==> config.mk <==
export PLATFORM = sky130hd
export DESIGN_NAME = dds_cmd_arbiter
export DESIGN_NICKNAME = d
export VERILOG_FILES = /design/src/rtl/dds_cmd_arbiter.sv
export SDC_FILE = /design/constraint.sdc
export NUM_CORES = 1
export LEC_CHECK = 0
export BUFFER_PORTS_ARGS = -buffer_cell sky130_fd_sc_hd__buf_2
export CAP_MARGIN = 15
export CORE_MARGIN = 8
export CORE_UTILIZATION = 45
export CTS_CLUSTER_DIAMETER = 80
export DETAILED_ROUTE_END_ITERATION = 16
export GPL_TIMING_DRIVEN = 0
export PLACE_DENSITY = 0.63
export RECOVER_POWER = 25
export REMOVE_ABC_BUFFERS = 1
export SLEW_MARGIN = 0
export SYNTH_ARGS = -nofsm -noshare
export SYNTH_HDL_FRONTEND = slang
export SYNTH_SLANG_ARGS = --single-unit
==> constraint.sdc <==
create_clock -name clock -period 6.07 [get_ports clock]
set_input_delay 0.3035 -clock clock [delete_from_list [all_inputs] [get_ports clock]]
set_output_delay 0.3035 -clock clock [all_outputs]
set_load 0.01 [all_outputs]
==> src/rtl/dds_cmd_arbiter.sv <==
// rtl/dds_cmd_arbiter.sv - arbitrates timing-controller and host commands onto one DDS command port
// Issues one command at a time, paces the DDS controller, and holds the readback word until it is consumed.

module dds_cmd_fifo #(
    parameter int WIDTH = 48,
    parameter int DEPTH = 4
) (
    input  logic             clock,
    input  logic             reset,
    input  logic             push_i,
    input  logic [WIDTH-1:0] wdata_i,
    input  logic             pop_i,
    output logic [WIDTH-1:0] rdata_o,
    output logic             full_o,
    output logic             empty_o
);
    localparam int AW = $clog2(DEPTH);

    logic [WIDTH-1:0] mem_q [DEPTH];
    logic [AW-1:0]    wptr_q, rptr_q;
    logic [AW:0]      count_q;
    logic             do_push, do_pop;

    assign full_o  = (count_q == (AW+1)'(DEPTH));
    assign empty_o = (count_q == '0);
    assign do_push = push_i && !full_o;
    assign do_pop  = pop_i && !empty_o;
    assign rdata_o = mem_q[rptr_q];

    always_ff @(posedge clock) begin
        if (do_push) mem_q[wptr_q] <= wdata_i;
    end

    always_ff @(posedge clock) begin
        if (reset) begin
            wptr_q  <= '0;
            rptr_q  <= '0;
            count_q <= '0;
        end else begin
            if (do_push) wptr_q <= wptr_q + 1'b1;
            if (do_pop)  rptr_q <= rptr_q + 1'b1;
            case ({do_push, do_pop})
                2'b10:   count_q <= count_q + 1'b1;
                2'b01:   count_q <= count_q - 1'b1;
                default: count_q <= count_q;
            endcase
        end
    end
endmodule

module dds_cmd_arbiter #(
    parameter int OPCODE_WIDTH    = 16,
    parameter int OPERAND_WIDTH   = 32,
    parameter int CMD_CYCLES      = 33,
    parameter int HOST_FIFO_DEPTH = 4
) (
    input  logic                     clock,
    input  logic                     reset,
    input  logic                     tc_valid,
    output logic                     tc_ready,
    input  logic [OPCODE_WIDTH-1:0]  tc_opcode,
    input  logic [OPERAND_WIDTH-1:0] tc_operand,
    input  logic                     host_valid,
    output logic                     host_ready,
    input  logic [OPCODE_WIDTH-1:0]  host_opcode,
    input  logic [OPERAND_WIDTH-1:0] host_operand,
    output logic                     dds_write_enable,
    output logic [OPCODE_WIDTH-1:0]  dds_opcode,
    output logic [OPERAND_WIDTH-1:0] dds_operand,
    input  logic [31:0]              dds_result_data,
    input  logic                     dds_result_WrReq,
    output logic [31:0]              rd_data,
    output logic                     rd_src,
    output logic                     rd_valid,
    input  logic                     rd_ack,
    output logic                     busy,
    output logic                     err_rd_overflow
);
    localparam int CW = $clog2(CMD_CYCLES + 1);
    localparam int FW = OPCODE_WIDTH + OPERAND_WIDTH;

    typedef enum logic [1:0] {S_IDLE, S_ISSUE, S_WAIT} state_t;

    state_t                   state_q, state_d;
    logic [CW-1:0]            cnt_q, cnt_d;
    logic [OPCODE_WIDTH-1:0]  op_q, op_d;
    logic [OPERAND_WIDTH-1:0] opr_q, opr_d;
    logic                     read_src_q, read_src_d;
    logic                     host_pop;
    logic [FW-1:0]            fifo_head;
    logic                     fifo_full, fifo_empty;
    logic                     wrreq_prev_q, wr_edge;
    logic [31:0]              rd_data_q;
    logic                     rd_valid_q, rd_src_q, err_q;

    function automatic logic is_read(input logic [OPCODE_WIDTH-1:0] op);
        return (op[3:0] == 4'd3) || (op[3:0] == 4'd14);
    endfunction

    dds_cmd_fifo #(.WIDTH(FW), .DEPTH(HOST_FIFO_DEPTH)) u_host_fifo (
        .clock   (clock),
        .reset   (reset),
        .push_i  (host_valid),
        .wdata_i ({host_opcode, host_operand}),
        .pop_i   (host_pop),
        .rdata_o (fifo_head),
        .full_o  (fifo_full),
        .empty_o (fifo_empty)
    );

    always_ff @(posedge clock) begin
        if (reset) begin
            state_q    <= S_IDLE;
            cnt_q      <= '0;
            op_q       <= '0;
            opr_q      <= '0;
            read_src_q <= 1'b0;
        end else begin
            state_q    <= state_d;
            cnt_q      <= cnt_d;
            op_q       <= op_d;
            opr_q      <= opr_d;
            read_src_q <= read_src_d;
        end
    end

    always_comb begin
        state_d    = state_q;
        cnt_d      = cnt_q;
        op_d       = op_q;
        opr_d      = opr_q;
        read_src_d = read_src_q;
        host_pop   = 1'b0;
        case (state_q)
            S_IDLE: begin
                // Timing-controller commands always win over queued host commands.
                if (tc_valid) begin
                    op_d    = tc_opcode;
                    opr_d   = tc_operand;
                    state_d = S_ISSUE;
                    if (is_read(tc_opcode)) read_src_d = 1'b0;
                end else if (!fifo_empty) begin
                    op_d     = fifo_head[FW-1:OPERAND_WIDTH];
                    opr_d    = fifo_head[OPERAND_WIDTH-1:0];
                    host_pop = 1'b1;
                    state_d  = S_ISSUE;
                    if (is_read(fifo_head[FW-1:OPERAND_WIDTH])) read_src_d = 1'b1;
                end
            end
            S_ISSUE: begin
                cnt_d   = CW'(CMD_CYCLES - 1);
                state_d = S_WAIT;
            end
            S_WAIT: begin
                if (cnt_q == '0) state_d = S_IDLE;
                else             cnt_d   = cnt_q - 1'b1;
            end
            default: state_d = S_IDLE;
        endcase
    end

    assign wr_edge = dds_result_WrReq && !wrreq_prev_q;

    // A readback replaces the held word only when the slot is free or freed this same cycle.
    always_ff @(posedge clock) begin
        if (reset) begin
            wrreq_prev_q <= 1'b0;
            rd_data_q    <= '0;
            rd_valid_q   <= 1'b0;
            rd_src_q     <= 1'b0;
            err_q        <= 1'b0;
        end else begin
            wrreq_prev_q <= dds_result_WrReq;
            if (wr_edge && (!rd_valid_q || rd_ack)) begin
                rd_data_q  <= dds_result_data;
                rd_valid_q <= 1'b1;
                rd_src_q   <= read_src_q;
            end else if (wr_edge) begin
                err_q <= 1'b1;
            end else if (rd_ack) begin
                rd_valid_q <= 1'b0;
            end
        end
    end

    assign tc_ready         = (state_q == S_IDLE) && !reset;
    assign host_ready       = !fifo_full;
    assign dds_write_enable = (state_q == S_ISSUE);
    assign busy             = (state_q != S_IDLE);
    assign dds_opcode       = op_q;
    assign dds_operand      = opr_q;
    assign rd_data          = rd_data_q;
    assign rd_valid         = rd_valid_q;
    assign rd_src           = rd_src_q;
    assign err_rd_overflow  = err_q;
endmodule

======== Yosys cells after proc, flatten, opt, wreduce, memory -nomap -nowiden ========
Memories as Yosys holds them, arrays and structs flattened. A register that Yosys moved wholly into a read port is not among the register bits.
Index checks and enable logic that the tools add are counted.
storage, ports and cells
  bits in registers ....................... 100
  bits in latches ......................... 0
  memory bits (writable) .................. 192
  bits in read-only memories .............. 0
  input port bits ......................... 134
  output and inout bits ................... 87
  word-level logic and storage cells ...... 87
  memories ................................ 1
memory list
  name               words  width  rd ports  clocked after Yosys merged registers in  wr ports  RTL line  source
  u_host_fifo.mem_q  4      48     1         1                                        1         19        logic [WIDTH-1:0] mem_q [DEPTH];
cells by class
  $add $sub $neg .......................... 5
  multipliers ............................. 0
  divide/modulo/power cells ............... 0
  $lt $le $gt $ge ......................... 0
  equal/unequal tests ..................... 15
  shift-type cells ........................ 0
  mux-type cells .......................... 25
  bitwise operators ....................... 1
  reductions and logical operators ........ 27
operator list
  operator                                                                  number
  32-bit two-way mux                                                        2
  16-bit two-way mux                                                        2
  1-bit two-way mux                                                         12
  6-bit one-hot mux with 2 select lines                                     1
  2-bit two-way mux                                                         5
  2-bit AND reduction                                                       5
  2-bit nonzero test                                                        5
  4-bit by 2-bit == test with 1-bit output (second input constant)          2
  4-bit == test (second input constant)                                     2
  6-bit zero test                                                           1
  6-bit two-way mux                                                         1
  2-bit inequality test (second input constant)                             3
  2-bit one-hot mux with 3 select lines                                     1
  3-bit one-hot mux with 2 select lines                                     1
  6-bit by 1-bit subtractor with 6-bit output (second input constant)       1
  1-bit logical AND                                                         5
  1-bit zero test                                                           5
  2-bit by 1-bit adder with 2-bit output (second input constant)            2
  2-bit by 1-bit == test with 1-bit output (second input constant)          2
  2-bit == test (second input constant)                                     2
  2-bit by 1-bit inequality test with 1-bit output (second input constant)  2
  4-bit AND reduction                                                       1
  3-bit by 1-bit adder with 3-bit output (second input constant)            1
  3-bit == test (second input constant)                                     1
  6 further kinds                                                           8

======== Longest topological paths before layout ========
  depth after elaboration ................. 7
  mapped depth ............................ 10
  gate-level depth less buffers ........... 8

======== Hierarchy ========
Synthesis repeated with hierarchy kept, for this count alone.
unflattened totals
  cell total of the unflattened synthesis .. 747
  area, all modules ....................... 11517.3 sq um
by module, submodules not included
  module           times used  cells an instance  area each (sq um)  seq. area each (sq um)
  dds_cmd_fifo     1           304                7388.3             5945.7
  dds_cmd_arbiter  1           443                4129.0             1861.8

======== Worst setup path after synthesis ========
No wires, ideal clock.
  kind .................................... register -> register
  from .................................... reg u_host_fifo.count_q[0]
  to ...................................... mem u_host_fifo.mem_q[0][0], enable pin
  library setup time ...................... 0.410 ns
  arrival ................................. 2.075 ns
  required time ........................... 5.660 ns
  slack ................................... 3.584 ns
  cell stages (with the launch flop) ...... 4
  buffers on the path ..................... 0
  period minus slack after synthesis ...... 2.486 ns
  path through ............................ dfxtp_1 nor2_1 a21boi_2 and2_1
on the way
  word-level cells in the longest chain between the ends .. 5
RTL lines
  item                                     RTL line  source
  start, declared                          21        logic [AW:0] count_q;
  start signal, assigned                   43        2'b10: count_q <= count_q + 1'b1;
  start signal, assigned                   44        2'b01: count_q <= count_q - 1'b1;
  start signal, assigned                   45        default: count_q <= count_q;
  3-bit == test                            24        assign full_o = (count_q == (AW+1)'(DEPTH));
  1-bit zero test                          26        assign do_push = push_i && !full_o;
  1-bit logical AND                        26
  1-bit two-way mux                        31        if (do_push) mem_q[wptr_q] <= wdata_i;
  1-bit two-way mux (implied by the code)  31
  end, declared                            19
No other way between the ends.

==> reports/qor_table.md <==
| Result | This run |
|:---|:---|
| Startpoint Class | flip-flop |
| Number of antenna repair diodes | 0 |
| Pre-Repair DR Iteration Count | 4 |
| Number of filler instances in the final layout | 1981 |
| Worst Max-Slew Pin Slew | 0.930 ns |
| CP required | 6.54 ns |
| Number of library cell types mapped by synthesis | 41 |
| Height of the chip | 174 um |
| CTS tree | yes |
| Clock latency reported for the late side of the worst-skew pair | 0.54 ns |
| Clock network fraction of design power | 31.4% |
| H-tree depth | 1 |
| LEAKAGE | 5.56 nW |
| Final count of hold timing violations | 0 |
| Final Cycle Share | 43.5% |
| Setup Total Neg Slack | 0 ns |
| Worst-case headroom to the max-slew limit | 38.0% |
| Count of buffers from port buffering | 220 |
| P_int | 4.32 mW |
| Minimum clock period | 2.64 ns |
| Detailed-route vias per instance | 5.08 |
| Largest vdd supply drop | 0.230 mV |
| Area of the mapped netlist | 11300 sq um |
| Longest Clk Path Bufs | 3 |
| First-pass GRT wire length | 40.9 mm |
| Max stage delay cell, worst path | sky130_fd_sc_hd__mux4_1 |
| Number of synthesized register bits | 294 |
| Commonest register cell after synthesis | sky130_fd_sc_hd__edfxtp_1 |
| # resized after CTS | 0 |
| Design area | 14600 sq um |
| Clock transition at the registers of the reported paths | 0.06 ns |
| Largest driver fanout on the critical path | 33 |
| Wire length per cell | 18.3 um |
| Number of buffers created by CTS | 30 |
| Vias in the first global route | 7574 |
| Setup violation total in the final timing report | 0 |
| Weighted congestion at the end of routability-driven global placement | 0.746 |
| Ratio of total power to cell area | 410 nW/um^2 |
| Share of synthesized flip-flops with an asynchronous set or reset | 0% |
| Gate count after technology mapping | 734 |
| Initial antenna violation count | 1 |
| Placeable core region | 24900 sq um |
| Switch Pwr | 1.66 mW |
| Die width | 174 um |
| FMAX | 378 MHz |
| Outcome | finished clean |
| Fraction of final layout cells sized beyond drive strength 1 | 28.0% |
| Post-DP Area | 12900 sq um |
| Starting density of the core | 45.3% |
| Largest stage delay on the critical path | 0.66 ns |
| IO Pins | 221 |
| Combinational cell fraction of total power | 24.3% |
| Mean post-synth cell area | 15.4 sq um |
| Half-perimeter wire length after placement | 16.5 mm |
| CTS Root Buffer Type | sky130_fd_sc_hd__clkbuf_16 |
| Site Rows | 58 |
| Number of flops mapped to enable cells by yosys | 192 |
| Critical path data arrival time | 3.11 ns |
| Critical path cell sequence | buf_16 > mux4_1 > or3b_1 > a21oi_2 > mux2_1 > a21oi_1 |
| Pin count of the biggest net entering global routing | 73 |
| Worst clock skew on the final layout | 0.0119 ns |
| Layout overhead on the synthesized area | 29.3% |
| Setup repair after global routing missed its margin | false |
| Post-route DRC | 0 |
| DRT Wirelength | 25.2 mm |
| Final Total Pwr | 5.98 mW |
| Class of the tightest hold or removal check | input port to flip-flop |
| Total global routing track utilization | 16.5% |
| CTS sink count | 294 |
| Number of warnings reported in the yosys synthesis log | 0 |
| Crit end category | flip-flop |
| Final net count | 1167 |
| Final max-slew violation count | 0 |
| Post-route worst hold slack | 0.0284 ns |
| Overall die area | 30400 sq um |
| Sequential power share | 44.3% |
| Total global routing overflow | 0 |
| Total via count in the routed design | 7004 |
| DR iter-0 viols | 366 |
| Category of the critical setup timing path | flip-flop to flip-flop |
| Part of the Yosys area used for sequential elements | 69.2% |
| # Max-Cap Violations | 0 |
| Antenna viol nets, final | 0 |
| Net Sw Frac | 27.7% |
==> critical path, delay by kind of cell, from the launching register on <==
family | cells | cell delay [ns]
flops | 1 | 0.58
mux | 2 | 0.98
compound gates | 2 | 0.28
buf+inv | 1 | 0.30
simple gates | 1 | 0.42
==> layout make-up <==
class / instances / area (sq um) / share of cell area [%]
clock buffers: 41 / 813 / 5.58
well taps: 330 / 413 / 2.83
multi-input cells: 387 / 3280 / 22.5
repair buffers: 305 / 2040 / 14.0
flip-flops and latches: 294 / 7810 / 53.6
inverters: 8 / 30.0 / 0.206
clock inverters: 14 / 199 / 1.36
==> kinds of logic (layout without fill, tap and decap cells) <==
group,count (synthesis),after routing,share of synthesized area [%]
compound gates,104,104,5.93
simple gates,168,168,7.16
buf+inv,53,368,1.92
flops,294,294,69.2
xor+xnor,9,9,0.765
mux,99,99,14.2
fa+ha+maj,7,7,0.843
==> path summary, 6_finish.rpt <==
kind / slack, ns / to / start / cells past startpoint
worst min-delay path: 0.03 / rd_data[6] / dds_result_data[6] / 3
worst max-delay path: 3.43 / read_src_q / flip-flop / 6
worst max register to register: 3.43 / read_src_q / flip-flop / 6
worst min register to register: 0.45 / rd_data[21] / rd_data[21] / 2
==> routing by layer <==
metal | up-vias | wire [um] | global-route usage (%)
li1 | 3355 | - | -
met2 | 229 | 11800 | 27.2
met4 | 2 | 269 | 3.21
met1 | 3389 | 11100 | 21.6
met5 | - | 14 | 0
met3 | 29 | 2010 | 4.38
==> stage by stage <==
stage	util, %	cells	setup WS, ns
after detailed placement	51.7	1249	3.32
after global placement	50.7	1239	0.688
final	58.6	1379	3.43
after global routing	58.6	1379	3.23
after CTS	58.7	1378	3.36
after floorplan	-	689	2.24
==> power groups by stage <==
stage / sequential [mW] / clock [mW] / combinational [mW]
after global placement: 2.76 / 0 / 1.30
after CTS: 2.65 / 1.93 / 1.49
final: 2.65 / 1.88 / 1.45
after global routing: 2.69 / 2.01 / 1.61
after floorplan: 2.78 / 0 / 0.778
after detailed placement: 2.69 / 0 / 1.44
==> state kept, by name, indices dropped and copies added (netlist names), 2 cells and up, named ones only <==
register,count
u_host_fifo.mem_q,192
dds_operand,32
rd_data,32
dds_opcode,16
cnt_q,6
u_host_fifo.count_q,3
state_q,2
u_host_fifo.rptr_q,2
u_host_fifo.wptr_q,2
==> repair_timing <==
item                                   4_1_cts  5_1_grt
endpoints found under the hold margin      218        0
setup buffers                                0        0
hold buffers                                74        0
==> cell usage in the layout, fill, tap and decap left out, types with 7 or more instances in the layout <==
cell and n:
sky130_fd_sc_hd__edfxtp_1 192, sky130_fd_sc_hd__buf_2 181, sky130_fd_sc_hd__dfxtp_1 100, sky130_fd_sc_hd__dlygate4sd3_1 74, sky130_fd_sc_hd__nand2_1 72, sky130_fd_sc_hd__mux2i_1 50, sky130_fd_sc_hd__nand2b_1 47, sky130_fd_sc_hd__clkbuf_1 47
sky130_fd_sc_hd__mux4_2 46, sky130_fd_sc_hd__a22oi_1 45, sky130_fd_sc_hd__a21oi_1 42, sky130_fd_sc_hd__clkbuf_16 31, sky130_fd_sc_hd__nor2_1 22, sky130_fd_sc_hd__inv_1 7
==> synthesized netlist by cell type, types with 2 or more instances <==
cell type | count | area share [%]
sky130_fd_sc_hd__a211oi_1 | 3 | 0.20
sky130_fd_sc_hd__a21oi_1 | 42 | 1.9
sky130_fd_sc_hd__a22oi_1 | 45 | 3.0
sky130_fd_sc_hd__a311oi_1 | 2 | 0.16
sky130_fd_sc_hd__and2_1 | 5 | 0.28
sky130_fd_sc_hd__buf_1 | 5 | 0.17
sky130_fd_sc_hd__buf_2 | 8 | 0.35
sky130_fd_sc_hd__clkbuf_1 | 31 | 1.0
sky130_fd_sc_hd__dfxtp_1 | 102 | 18
sky130_fd_sc_hd__edfxtp_1 | 192 | 51
sky130_fd_sc_hd__ha_1 | 6 | 0.67
sky130_fd_sc_hd__inv_1 | 7 | 0.23
sky130_fd_sc_hd__mux2i_1 | 50 | 4.4
sky130_fd_sc_hd__mux4_1 | 2 | 0.47
sky130_fd_sc_hd__mux4_2 | 46 | 9.2
sky130_fd_sc_hd__nand2_1 | 72 | 2.4
sky130_fd_sc_hd__nand2b_1 | 47 | 2.6
sky130_fd_sc_hd__nor2_1 | 24 | 0.80
sky130_fd_sc_hd__nor2b_1 | 3 | 0.17
sky130_fd_sc_hd__nor3_1 | 6 | 0.27
sky130_fd_sc_hd__nor4_1 | 2 | 0.11
sky130_fd_sc_hd__o211ai_1 | 2 | 0.13
sky130_fd_sc_hd__o21ai_0 | 6 | 0.27
sky130_fd_sc_hd__or3_1 | 3 | 0.17
sky130_fd_sc_hd__xnor2_1 | 3 | 0.23
sky130_fd_sc_hd__xor2_1 | 5 | 0.39
No activity file was read; power rests on OpenSTA's default activity.
